[config.mk]
export PLATFORM = sky130hd
export DESIGN_NAME = fpu_issue_ctrl_flat
export DESIGN_NICKNAME = d
export VERILOG_FILES = /design/src/rtl/fpu_issue_ctrl_if.sv /design/src/rtl/fpu_issue_ctrl.sv /design/src/flat_wrapper.sv
export SDC_FILE = /design/constraint.sdc
export NUM_CORES = 1
export LEC_CHECK = 0
export CORE_MARGIN = 2
export CORE_UTILIZATION = 40
export CTS_CLUSTER_DIAMETER = 100
export DETAILED_ROUTE_END_ITERATION = 10
export PLACE_DENSITY = 0.8
export SLEW_MARGIN = 20
export SYNTH_ARGS = -nofsm -noshare
export SYNTH_HDL_FRONTEND = slang
export SYNTH_SLANG_ARGS = --single-unit
[constraint.sdc]
create_clock -name clk -period 3 [get_ports clk]
set_clock_uncertainty 0.15 [all_clocks]
set_input_delay 0.9 -clock clk [delete_from_list [all_inputs] [get_ports clk]]
set_output_delay 0.9 -clock clk [all_outputs]
set_load 0.1 [all_outputs]
[src/rtl/fpu_issue_ctrl_if.sv]
// Execute-stage <-> FP issue sequencer handshake: request payload in; stall, done and result back.
interface fpu_issue_ctrl_if;
    localparam int unsigned XLEN = 32;

    logic            req_valid;
    logic [4:0]      req_funct5;
    logic [2:0]      req_rm;
    logic [XLEN-1:0] req_rd1;
    logic [XLEN-1:0] req_rd2;
    logic            busy;
    logic            done;
    logic [XLEN-1:0] result;

    modport master (
        output req_valid, req_funct5, req_rm, req_rd1, req_rd2,
        input  busy, done, result
    );

    modport slave (
        input  req_valid, req_funct5, req_rm, req_rd1, req_rd2,
        output busy, done, result
    );
endinterface

[src/rtl/fpu_issue_ctrl.sv]
// Multi-cycle issue sequencer in front of the shared FPU: latches one op, counts its latency, returns the result.
// Optional flush input (branch mispredict / trap) enabled by defining FPU_ISSUE_FLUSH_EN.
module fpu_issue_ctrl #(
    parameter int unsigned LAT_ADDSUB = 2,
    parameter int unsigned LAT_MUL    = 2,
    parameter int unsigned LAT_DIV    = 8,
    parameter int unsigned LAT_SQRT   = 6,
    parameter int unsigned LAT_MISC   = 1
) (
    input  logic                clk,
    input  logic                rst,
    fpu_issue_ctrl_if.slave     req,
    output logic [31:0]         fpu_rd1,
    output logic [31:0]         fpu_rd2,
    output logic [2:0]          fpu_rm,
    output logic [4:0]          fpu_funct5,
    input  logic [31:0]         fpu_result
`ifdef FPU_ISSUE_FLUSH_EN
    ,
    input  logic                flush
`endif
);
    localparam int unsigned XLEN  = 32;
    localparam int unsigned CNT_W = 4;

    typedef enum logic [1:0] {
        ST_IDLE = 2'd0,
        ST_EXEC = 2'd1,
        ST_DONE = 2'd2
    } state_e;

    state_e           state_q, state_d;
    logic [CNT_W-1:0] cnt_q, cnt_d;
    logic [XLEN-1:0]  result_q, result_d;
    logic [XLEN-1:0]  rd1_q, rd1_d;
    logic [XLEN-1:0]  rd2_q, rd2_d;
    logic [2:0]       rm_q, rm_d;
    logic [4:0]       funct5_q, funct5_d;
    logic             done_q, done_d;
    logic             flush_w;

`ifdef FPU_ISSUE_FLUSH_EN
    assign flush_w = flush;
`else
    assign flush_w = 1'b0;
`endif

    // Counter preload: latency minus one, since the accept edge already starts the first EXEC cycle.
    function automatic logic [CNT_W-1:0] lat_minus1(input logic [4:0] f5);
        int unsigned lat;
        case (f5)
            5'b00000, 5'b00001: lat = LAT_ADDSUB;
            5'b00010:           lat = LAT_MUL;
            5'b00011:           lat = LAT_DIV;
            5'b01011:           lat = LAT_SQRT;
            default:            lat = LAT_MISC;
        endcase
        return CNT_W'(lat - 32'd1);
    endfunction

    always_comb begin
        state_d  = state_q;
        cnt_d    = cnt_q;
        result_d = result_q;
        rd1_d    = rd1_q;
        rd2_d    = rd2_q;
        rm_d     = rm_q;
        funct5_d = funct5_q;
        done_d   = 1'b0;
        case (state_q)
            ST_IDLE: begin
                if (req.req_valid && !flush_w) begin
                    rd1_d    = req.req_rd1;
                    rd2_d    = req.req_rd2;
                    rm_d     = req.req_rm;
                    funct5_d = req.req_funct5;
                    cnt_d    = lat_minus1(req.req_funct5);
                    state_d  = ST_EXEC;
                end
            end
            ST_EXEC: begin
                if (flush_w) begin
                    state_d = ST_IDLE;
                end else if (cnt_q != '0) begin
                    cnt_d = cnt_q - CNT_W'(1);
                end else begin
                    result_d = fpu_result;
                    done_d   = 1'b1;
                    state_d  = ST_DONE;
                end
            end
            ST_DONE: state_d = ST_IDLE;
            default: state_d = ST_IDLE;
        endcase
    end

    always_ff @(posedge clk or negedge rst) begin
        if (!rst) begin
            state_q  <= ST_IDLE;
            cnt_q    <= '0;
            result_q <= '0;
            rd1_q    <= '0;
            rd2_q    <= '0;
            rm_q     <= '0;
            funct5_q <= '0;
            done_q   <= 1'b0;
        end else begin
            state_q  <= state_d;
            cnt_q    <= cnt_d;
            result_q <= result_d;
            rd1_q    <= rd1_d;
            rd2_q    <= rd2_d;
            rm_q     <= rm_d;
            funct5_q <= funct5_d;
            done_q   <= done_d;
        end
    end

    // Stall covers the request cycle and every EXEC cycle; DONE lets the pipeline advance.
    assign req.busy   = ((state_q == ST_IDLE) && req.req_valid && !flush_w) || (state_q == ST_EXEC);
    assign req.done   = done_q && !flush_w;
    assign req.result = result_q;

    assign fpu_rd1    = rd1_q;
    assign fpu_rd2    = rd2_q;
    assign fpu_rm     = rm_q;
    assign fpu_funct5 = funct5_q;
endmodule

[src/flat_wrapper.sv]
// flat-port wrapper written by rule: the top's interface ports become plain ports
module fpu_issue_ctrl_flat 
#(
    parameter int unsigned LAT_ADDSUB = 2,
    parameter int unsigned LAT_MUL    = 2,
    parameter int unsigned LAT_DIV    = 8,
    parameter int unsigned LAT_SQRT   = 6,
    parameter int unsigned LAT_MISC   = 1
)
  (clk, rst, fpu_rd1, fpu_rd2, fpu_rm, fpu_funct5, fpu_result, req_req_valid, req_req_funct5, req_req_rm, req_req_rd1, req_req_rd2, req_busy, req_done, req_result);
  fpu_issue_ctrl_if req_i ();
  input  logic clk;
  input  logic rst;
  output logic [31:0] fpu_rd1;
  output logic [31:0] fpu_rd2;
  output logic [2:0] fpu_rm;
  output logic [4:0] fpu_funct5;
  input  logic [31:0] fpu_result;
  input wire logic [$bits(req_i.req_valid)-1:0] req_req_valid;
  input wire logic [$bits(req_i.req_funct5)-1:0] req_req_funct5;
  input wire logic [$bits(req_i.req_rm)-1:0] req_req_rm;
  input wire logic [$bits(req_i.req_rd1)-1:0] req_req_rd1;
  input wire logic [$bits(req_i.req_rd2)-1:0] req_req_rd2;
  output wire logic [$bits(req_i.busy)-1:0] req_busy;
  output wire logic [$bits(req_i.done)-1:0] req_done;
  output wire logic [$bits(req_i.result)-1:0] req_result;
  assign req_i.req_valid = req_req_valid;
  assign req_i.req_funct5 = req_req_funct5;
  assign req_i.req_rm = req_req_rm;
  assign req_i.req_rd1 = req_req_rd1;
  assign req_i.req_rd2 = req_req_rd2;
  assign req_busy = req_i.busy;
  assign req_done = req_i.done;
  assign req_result = req_i.result;
  fpu_issue_ctrl #(.LAT_ADDSUB(LAT_ADDSUB), .LAT_MUL(LAT_MUL), .LAT_DIV(LAT_DIV), .LAT_SQRT(LAT_SQRT), .LAT_MISC(LAT_MISC)) u_core (.clk(clk), .rst(rst), .req(req_i), .fpu_rd1(fpu_rd1), .fpu_rd2(fpu_rd2), .fpu_rm(fpu_rm), .fpu_funct5(fpu_funct5), .fpu_result(fpu_result));
endmodule
# Word-level counts from Yosys, hierarchy flattened
# Index checks and enable logic that the tools add are counted.
word_totals:
  regBits: 111
classes:
  add_sub_neg: 2
  eq_ne: 8
  n_mux: 11
  bitwise: 1
  n_reduce_logical: 11
ops:
  columns: ["op", "count"]
  rows:
  - ["$mux 4", 4]
  - ["$pmux 4 s3", 1]
  - ["$eq 5x2->1 const B", 2]
  - ["$pmux 4 s2", 1]
  - ["$sub 4x1->4 const B", 2]
  - ["$reduce_and 2->1", 3]
  - ["$eq 5x1->1 const B", 1]
  - ["$eq 5x4->1 const B", 1]
  - ["$logic_not 5->1", 1]
  - ["$mux 2", 2]
  - ["$ne 2x2->1 const B", 2]
  - ["$pmux 2 s2", 1]
  - ["$reduce_bool 4->1", 1]
  - ["$reduce_and 3->1", 1]
  - ["$reduce_or 3->1", 1]
  - ["$eq 2x1->1 const B", 1]
  - ["$logic_not 2->1", 1]
  - ["$mux 1", 2]
  - ["$ne 2x1->1 const B", 1]
  - ["$reduce_bool 2->1", 1]
  - ["$logic_and 1x1->1", 1]
  - ["$logic_or 1x1->1", 1]
  - ["$not 1->1", 1]

# Longest topological paths before layout
logic_depth:
  depth_word: 8
  depth_mapped: 7

# Least setup slack after synthesis
# Ideal clock, no wire load.
synth_path:
  kind: "input -> output"
  start: "input port req_req_valid"
  end: "output port req_busy"
  arrival_ps: 2343
  required_ps: 1950
  path_slack_ps: -393
  path_stages: 5
  n_path_buf: 3
  cell_sequence: "or3b_1 -> clkbuf_1 -> buf_2 -> buf_2 -> nand2_1"
synth_via:
  elab_chain_cells: 2
synth_lines:
  columns: ["item", "line", "text"]
  rows:
  - ["start, declared", "flat_wrapper.sv:19", "input wire logic [$bits(req_i.req_valid)-1:0] req_req_valid;"]
  - ["$logic_and 1x1->1", "fpu_issue_ctrl.sv:120", "assign req.busy = ((state_q == ST_IDLE) && req.req_valid && !flush_w) || (state_q == ST_EXEC);"]
  - ["$logic_or 1x1->1", "fpu_issue_ctrl.sv:120", null]
  - ["end, declared", "flat_wrapper.sv:24", "output wire logic [$bits(req_i.busy)-1:0] req_busy;"]
# No other way between the ends.

# Worst setup path after layout
# Ends and elaborated chain as after synthesis.

==> impl_metrics.json <==
{
  "post-place-ws_ns": -0.180,
  "cp-start-kind": "primary input",
  "path_class": "primary input to output pin",
  "clock_path_buffers": 2,
  "die_height_microns": 108,
  "min_period_ns": 2.81,
  "rsz0062_at_grt": "no",
  "yosys.cell_types.count": 30,
  "netlist.area_leader.share_pct": 64.8,
  "grt_remaining_overflow": 0,
  "cell_family_with_the_largest_share_of_critical_path_delay": "simple AND/OR/NAND/NOR gates",
  "setup-violations-final": 0,
  "ctsHoldBuffers": 0,
  "yosysWarnings": 0,
  "numClockSinks": 111,
  "drt_wl_total_microns": 10800,
  "ys.flop_type": "sky130_fd_sc_hd__dfrtp_1",
  "ioPinCount": 213,
  "post_drt_via_cell_ratio": 4.61,
  "drtAntennaViolNets": 0,
  "tightest_slew_ns": 0.440,
  "status": "completed",
  "postLayoutCoreUtil_pct": 62.4,
  "critPathCaptureType": "output pin",
  "area_growth_from_synthesis_to_layout_pct": 50.9,
  "final_critical_path_setup_slack_ns": 0.186,
  "syn_area_sq_mm": 0.00429,
  "worst-r2r-cell-count": 6,
  "clock_tree_from_tritoncts": "done",
  "postSynthRegisterBits": 111,
  "route.detailed.drc": 0,
  "worst-endpoint-arrival_ns": 1.76,
  "routed_len_inst_microns": 14.1,
  "cts_root_buffer": "sky130_fd_sc_hd__clkbuf_8",
  "synth.top_cells.by_count": "sky130_fd_sc_hd__nand2_1, sky130_fd_sc_hd__dfrtp_1, sky130_fd_sc_hd__mux2_1, sky130_fd_sc_hd__clkbuf_1, sky130_fd_sc_hd__buf_2",
  "grt_first_pass_wirelength_microns": 17100,
  "relSlewSlack_pct": 70.7,
  "grt_antenna_before_repair": 0,
  "critical_path.cell_chain": "dlygate4sd2_1 > or3b_4 > nand2_4 > buf_12",
  "dr_total_vias": 3506,
  "first_pass_iters": 4,
  "synth_enable_flop_cells": 0,
  "place_congestion": 0.757,
  "design.die.area_sq_mm": 0.0116,
  "synthesis.instances": 411,
  "synthesis.area_per_instance_sq_um": 10.4,
  "core_region_area_sq_mm": 0.0104,
  "post-synth-top-count-cell": "sky130_fd_sc_hd__nand2_1",
  "final_net_count": 730,
  "tritoncts.num_buffers": 9,
  "post-dp-hpwl_microns": 7990,
  "grt_max_degree": 74,
  "timing.fmax_mhz": 355,
  "min-delay-path-class": "register to register",
  "synthArstFlopShare_pct": 100,
  "worst-endpoint-required_ns": 1.95,
  "placement.io_buffers": 212,
  "h-tree-depth": 3,
  "crit_fanout": 2,
  "synth_top_cell_by_area": "sky130_fd_sc_hd__dfrtp_1",
  "hold-path-cell-count": 2,
  "die_width_microns": 108,
  "worst_path_buf_inv": 2,
  "drive_gt1_share_pct": 21.6,
  "first_iter_violations": 169,
  "timing.critical_path.slowest_stage_cell": "sky130_fd_sc_hd__or3b_4",
  "grt.total_usage_pct": 18.8,
  "ys_seq_area_share_pct": 64.8,
  "slowest_delay_ns": 0.40,
  "synth_fp_nets": 519,
  "clk-insertion-delay-late_ns": 0.35,
  "path_clk_slew_ns": 0.08,
  "std_cell_rows": 37,
  "number_of_diodes": 0,
  "grt_pass1_vias": 3574,
  "final-hold-violation-count": 0,
  "final_worst_path_cycle_share_pct": 93.8,
  "path_depth": 4,
  "max_cap_viol_count": 0,
  "start_util_pct": 41.4,
  "ranking_of_synthesized_cells_by_area": "sky130_fd_sc_hd__dfrtp_1, sky130_fd_sc_hd__nand2_1, sky130_fd_sc_hd__mux2_1, sky130_fd_sc_hd__buf_2, sky130_fd_sc_hd__clkbuf_1",
  "final_max_slew_viol_count": 0
}
## timing repair
item                                    4_1_cts  5_1_grt
buffers inserted                              1        0
gates resized for setup                       2        0
hold endpoints to repair                      0        0
endpoints found under the setup margin        1        0
## worst register-to-register path, stage by stage, from the launching register on
cell and delay, ns:
sky130_fd_sc_hd__dfrtp_1 0.45, sky130_fd_sc_hd__or3b_4 0.44, sky130_fd_sc_hd__buf_4 0.14, sky130_fd_sc_hd__buf_4 0.13, sky130_fd_sc_hd__buf_4 0.25, sky130_fd_sc_hd__o21a_1 0.25
sky130_fd_sc_hd__o221a_1 0.22
## worst paths after layout
| check | end | slack [ns] | start |
|---|---|---|---|
| max | req_busy | 0.19 | req_req_valid |
| min | u_core.fpu_rd2[9] | 0.33 | u_core.fpu_rd2[9] |
| max reg2reg | u_core.cnt_q[2] | 0.86 | u_core.state_q[1] |
| min reg2reg | u_core.fpu_rd2[9] | 0.33 | u_core.fpu_rd2[9] |
| max in group asynchronous | u_core.fpu_rd1[17] | 1.75 | rst |
| min in group asynchronous | u_core.req.result[20] | 0.34 | rst |
## metal layers
layer	GRT usage, %	up-vias	wire length, microns
li1	-	1706	-
met5	0	-	0
met4	7.23	0	174
met3	4.24	16	773
met2	32.0	131	5340
met1	23.2	1653	4460
## per-stage QoR
stage | TNS [ns] | instance area [sq um] | cells | hold slack [ns]
final | 0 | 6470 | 761 | 0.329
after global routing | 0 | 6470 | 761 | 0.346
after CTS | 0 | 6470 | 761 | 0.330
after detailed placement | -0.212 | 6300 | 746 | 0.313
after global placement | -0.177 | 6300 | 746 | 0.309
after floorplan | 0 | 4300 | 411 | 0.376
## cells by family after synthesis
family / Yosys count / synth area share (%)
compound gates: 11 / 1.69
xor+xnor: 1 / 0.204
fa+ha+maj: 1 / 0.292
buf+inv: 21 / 2.92
flops: 111 / 64.8
mux: 32 / 8.40
simple gates: 234 / 21.7
## flip-flops by register name, indices dropped and copies added, names as in the netlist
signal	cells
u_core.fpu_rd1	32
u_core.req.done	1
u_core.req.result	32
u_core.fpu_rd2	32
u_core.fpu_rm	3
u_core.state_q	2
u_core.fpu_funct5	5
u_core.cnt_q	4
## layout by cell type, fill, tap and decap left out, drive strengths merged
cell / n
o21a: 1
nor4: 2
o2111ai: 1
dlygate4sd2: 1
dfrtp: 111
nor3b: 1
and2: 2
clkinv: 1
a211oi: 2
xnor2: 1
and3: 1
nor2b: 1
clkbuf: 13
nand2: 219
ha: 1
nor4b: 1
a21oi: 3
nand3: 1
or4: 1
nand2b: 2
clkdlybuf4s50: 104
o21ai: 3
mux2: 32
o221a: 1
or3b: 1
buf: 116
nor2: 2
## final cells by class
class / instances / area, sq um
fillers: 829 / 3900
flip-flops and latches: 111 / 2780
repair buffers: 221 / 1960
multi-input cells: 279 / 1400
well taps: 136 / 170
clock buffers: 13 / 159
clock inverters: 1 / 5.00
Power is not shown: default switching activity piles up to over one toggle a cycle in this logic, so the estimate is an artifact.
==> RTL change (same settings) <==
Re-encode `state_e` (3 states) as one-hot, 3 bits wide.
--- a/src/rtl/fpu_issue_ctrl.sv
+++ b/src/rtl/fpu_issue_ctrl.sv
@@ -23,10 +23,10 @@
     localparam int unsigned XLEN  = 32;
     localparam int unsigned CNT_W = 4;
 
-    typedef enum logic [1:0] {
-        ST_IDLE = 2'd0,
-        ST_EXEC = 2'd1,
-        ST_DONE = 2'd2
+    typedef enum logic [2:0] {
+        ST_IDLE = 3'b001,
+        ST_EXEC = 3'b010,
+        ST_DONE = 3'b100
     } state_e;
 
     state_e           state_q, state_d;
Check against the original RTL: no difference found for any inputs over 4 cycles, from zero or initial values and one cycle with rst low; so few cycles prove little.
==> RTL change against the original RTL <==
Worst setup slack lost 0.0095 ns; sequential cell count rose by 1; global-route usage barely moved; count of clock-buffer cells in the layout is 1 lower; area after synthesis grew 4.3%; routed wire length up 4.7%; cell area up 3.8%.
Power is left out: the tool's default activity adds up to more than one toggle a clock period on the data nets, which glitch-free logic cannot reach.
==> RTL change: results (changes against the original RTL) <==
{
  "status": {"value": "complete, no violations"},
  "grt.total_usage": {"value": 0.1877, "change": "-0.0002571"},
  "grt_first_pass_wirelength": {"value": 17570, "unit": "microns", "change": "+2.5%"},
  "nClkBuffers": {"value": 12, "change": "-1"},
  "yosys-top-cells-area": {"value": "dfrtp_1 (62%), nand2_1 (18%), mux2_4 (9.7%)"},
  "met3_length": {"value": 935, "unit": "microns", "change": "+21%"},
  "reg2reg_depth": {"value": 4, "change": "-2"},
  "route.met2.wl": {"value": 5561, "unit": "microns", "change": "+4.1%"},
  "sh_seq_area": {"value": 0.4175, "change": "-0.01176"},
  "routed_wl": {"value": 11270, "unit": "microns", "change": "+4.7%"},
  "detailed_place.area": {"value": 6510, "unit": "sq um", "change": "+3.4%"},
  "path_clk_slew": {"value": 0.10, "unit": "ns", "change": "+0.02 ns"},
  "die-area": {"value": 12050, "unit": "sq um", "change": "+4.2%"},
  "clk_tree_area_frac": {"value": 0.03092, "change": "+0.005595"},
  "postLayoutCoreUtil": {"value": 0.6169, "change": "-0.007165"},
  "post_synth_num_cell_types": {"value": 34, "change": "+13%"},
  "worst_pin_slew": {"value": 0.7762, "unit": "ns", "change": "+0.3360 ns"},
  "place_congestion": {"value": 0.7940, "change": "+5.0%"},
  "synth_adder_area_share": {"value": 0.002796, "change": "-0.0001207"},
  "synth_net_count": {"value": 525, "change": "+1.2%"},
  "viasPerCell": {"value": 4.664, "change": "+1.2%"},
  "hp-class": {"value": "input port to async pin"},
  "numClockSinks": {"value": 112, "change": "+0.90%"},
  "synthXorXnorAreaFrac": {"value": 0, "change": "-0.002042"},
  "clock.fmax": {"value": 354.2, "unit": "MHz", "change": "-0.34%"},
  "global_route.usage.met3": {"value": 0.04979, "change": "+0.007420"},
  "n_multi_input_combinational_cell": {"value": 282, "change": "+1.1%"},
  "grtUsageMet2": {"value": 0.3223, "change": "+0.002005"},
  "complex_gate_fraction_of_the_synthesized_area": {"value": 0.01650, "change": "-0.0004206"},
  "non_clock_buffer_count": {"value": 220, "change": "-0.45%"},
  "nets": {"value": 734, "change": "+0.55%"},
  "wl_per_cell": {"value": 14.61, "unit": "microns", "change": "+3.4%"},
  "post_cts_resized": {"value": 1, "change": "-1"},
  "inverters_excl_clock": {"value": 1, "change": "+1"},
  "bufAreaShareNonClock": {"value": 0.2923, "change": "-0.01030"}
}
-- RTL change: cell count changes after synthesis, moves of 3 or more --
cell    before  now
mux2_4       0   29
buf_1        1    5
buf_12       0    3
buf_2        7    2
mux2_1      29    0
-- RTL change: worst max-delay path, cell delays in order --
cell and delay (ns):
dlygate4sd2_1 0.25, nor4bb_4 0.15, nor2_2 0.17, clkinvlp_4 0.13, buf_12 0.17
-- RTL change: final timing paths --
| check | start | to | slack (ns) |
|---|---|---|---|
| worst max-delay path | req_req_valid | req_busy | 0.18 |
| worst min-delay path | rst | u_core.req.result[7] | 0.29 |
| worst max register to register | u_core.cnt_q[0] | u_core.req.result[27] | 0.61 |
| worst min register to register | u_core.fpu_rd1[1] | u_core.fpu_rd1[1] | 0.34 |
| max in group asynchronous | rst | u_core.state_q[0] | 1.67 |
| min in group clk | u_core.fpu_rd1[1] | u_core.fpu_rd1[1] | 0.34 |
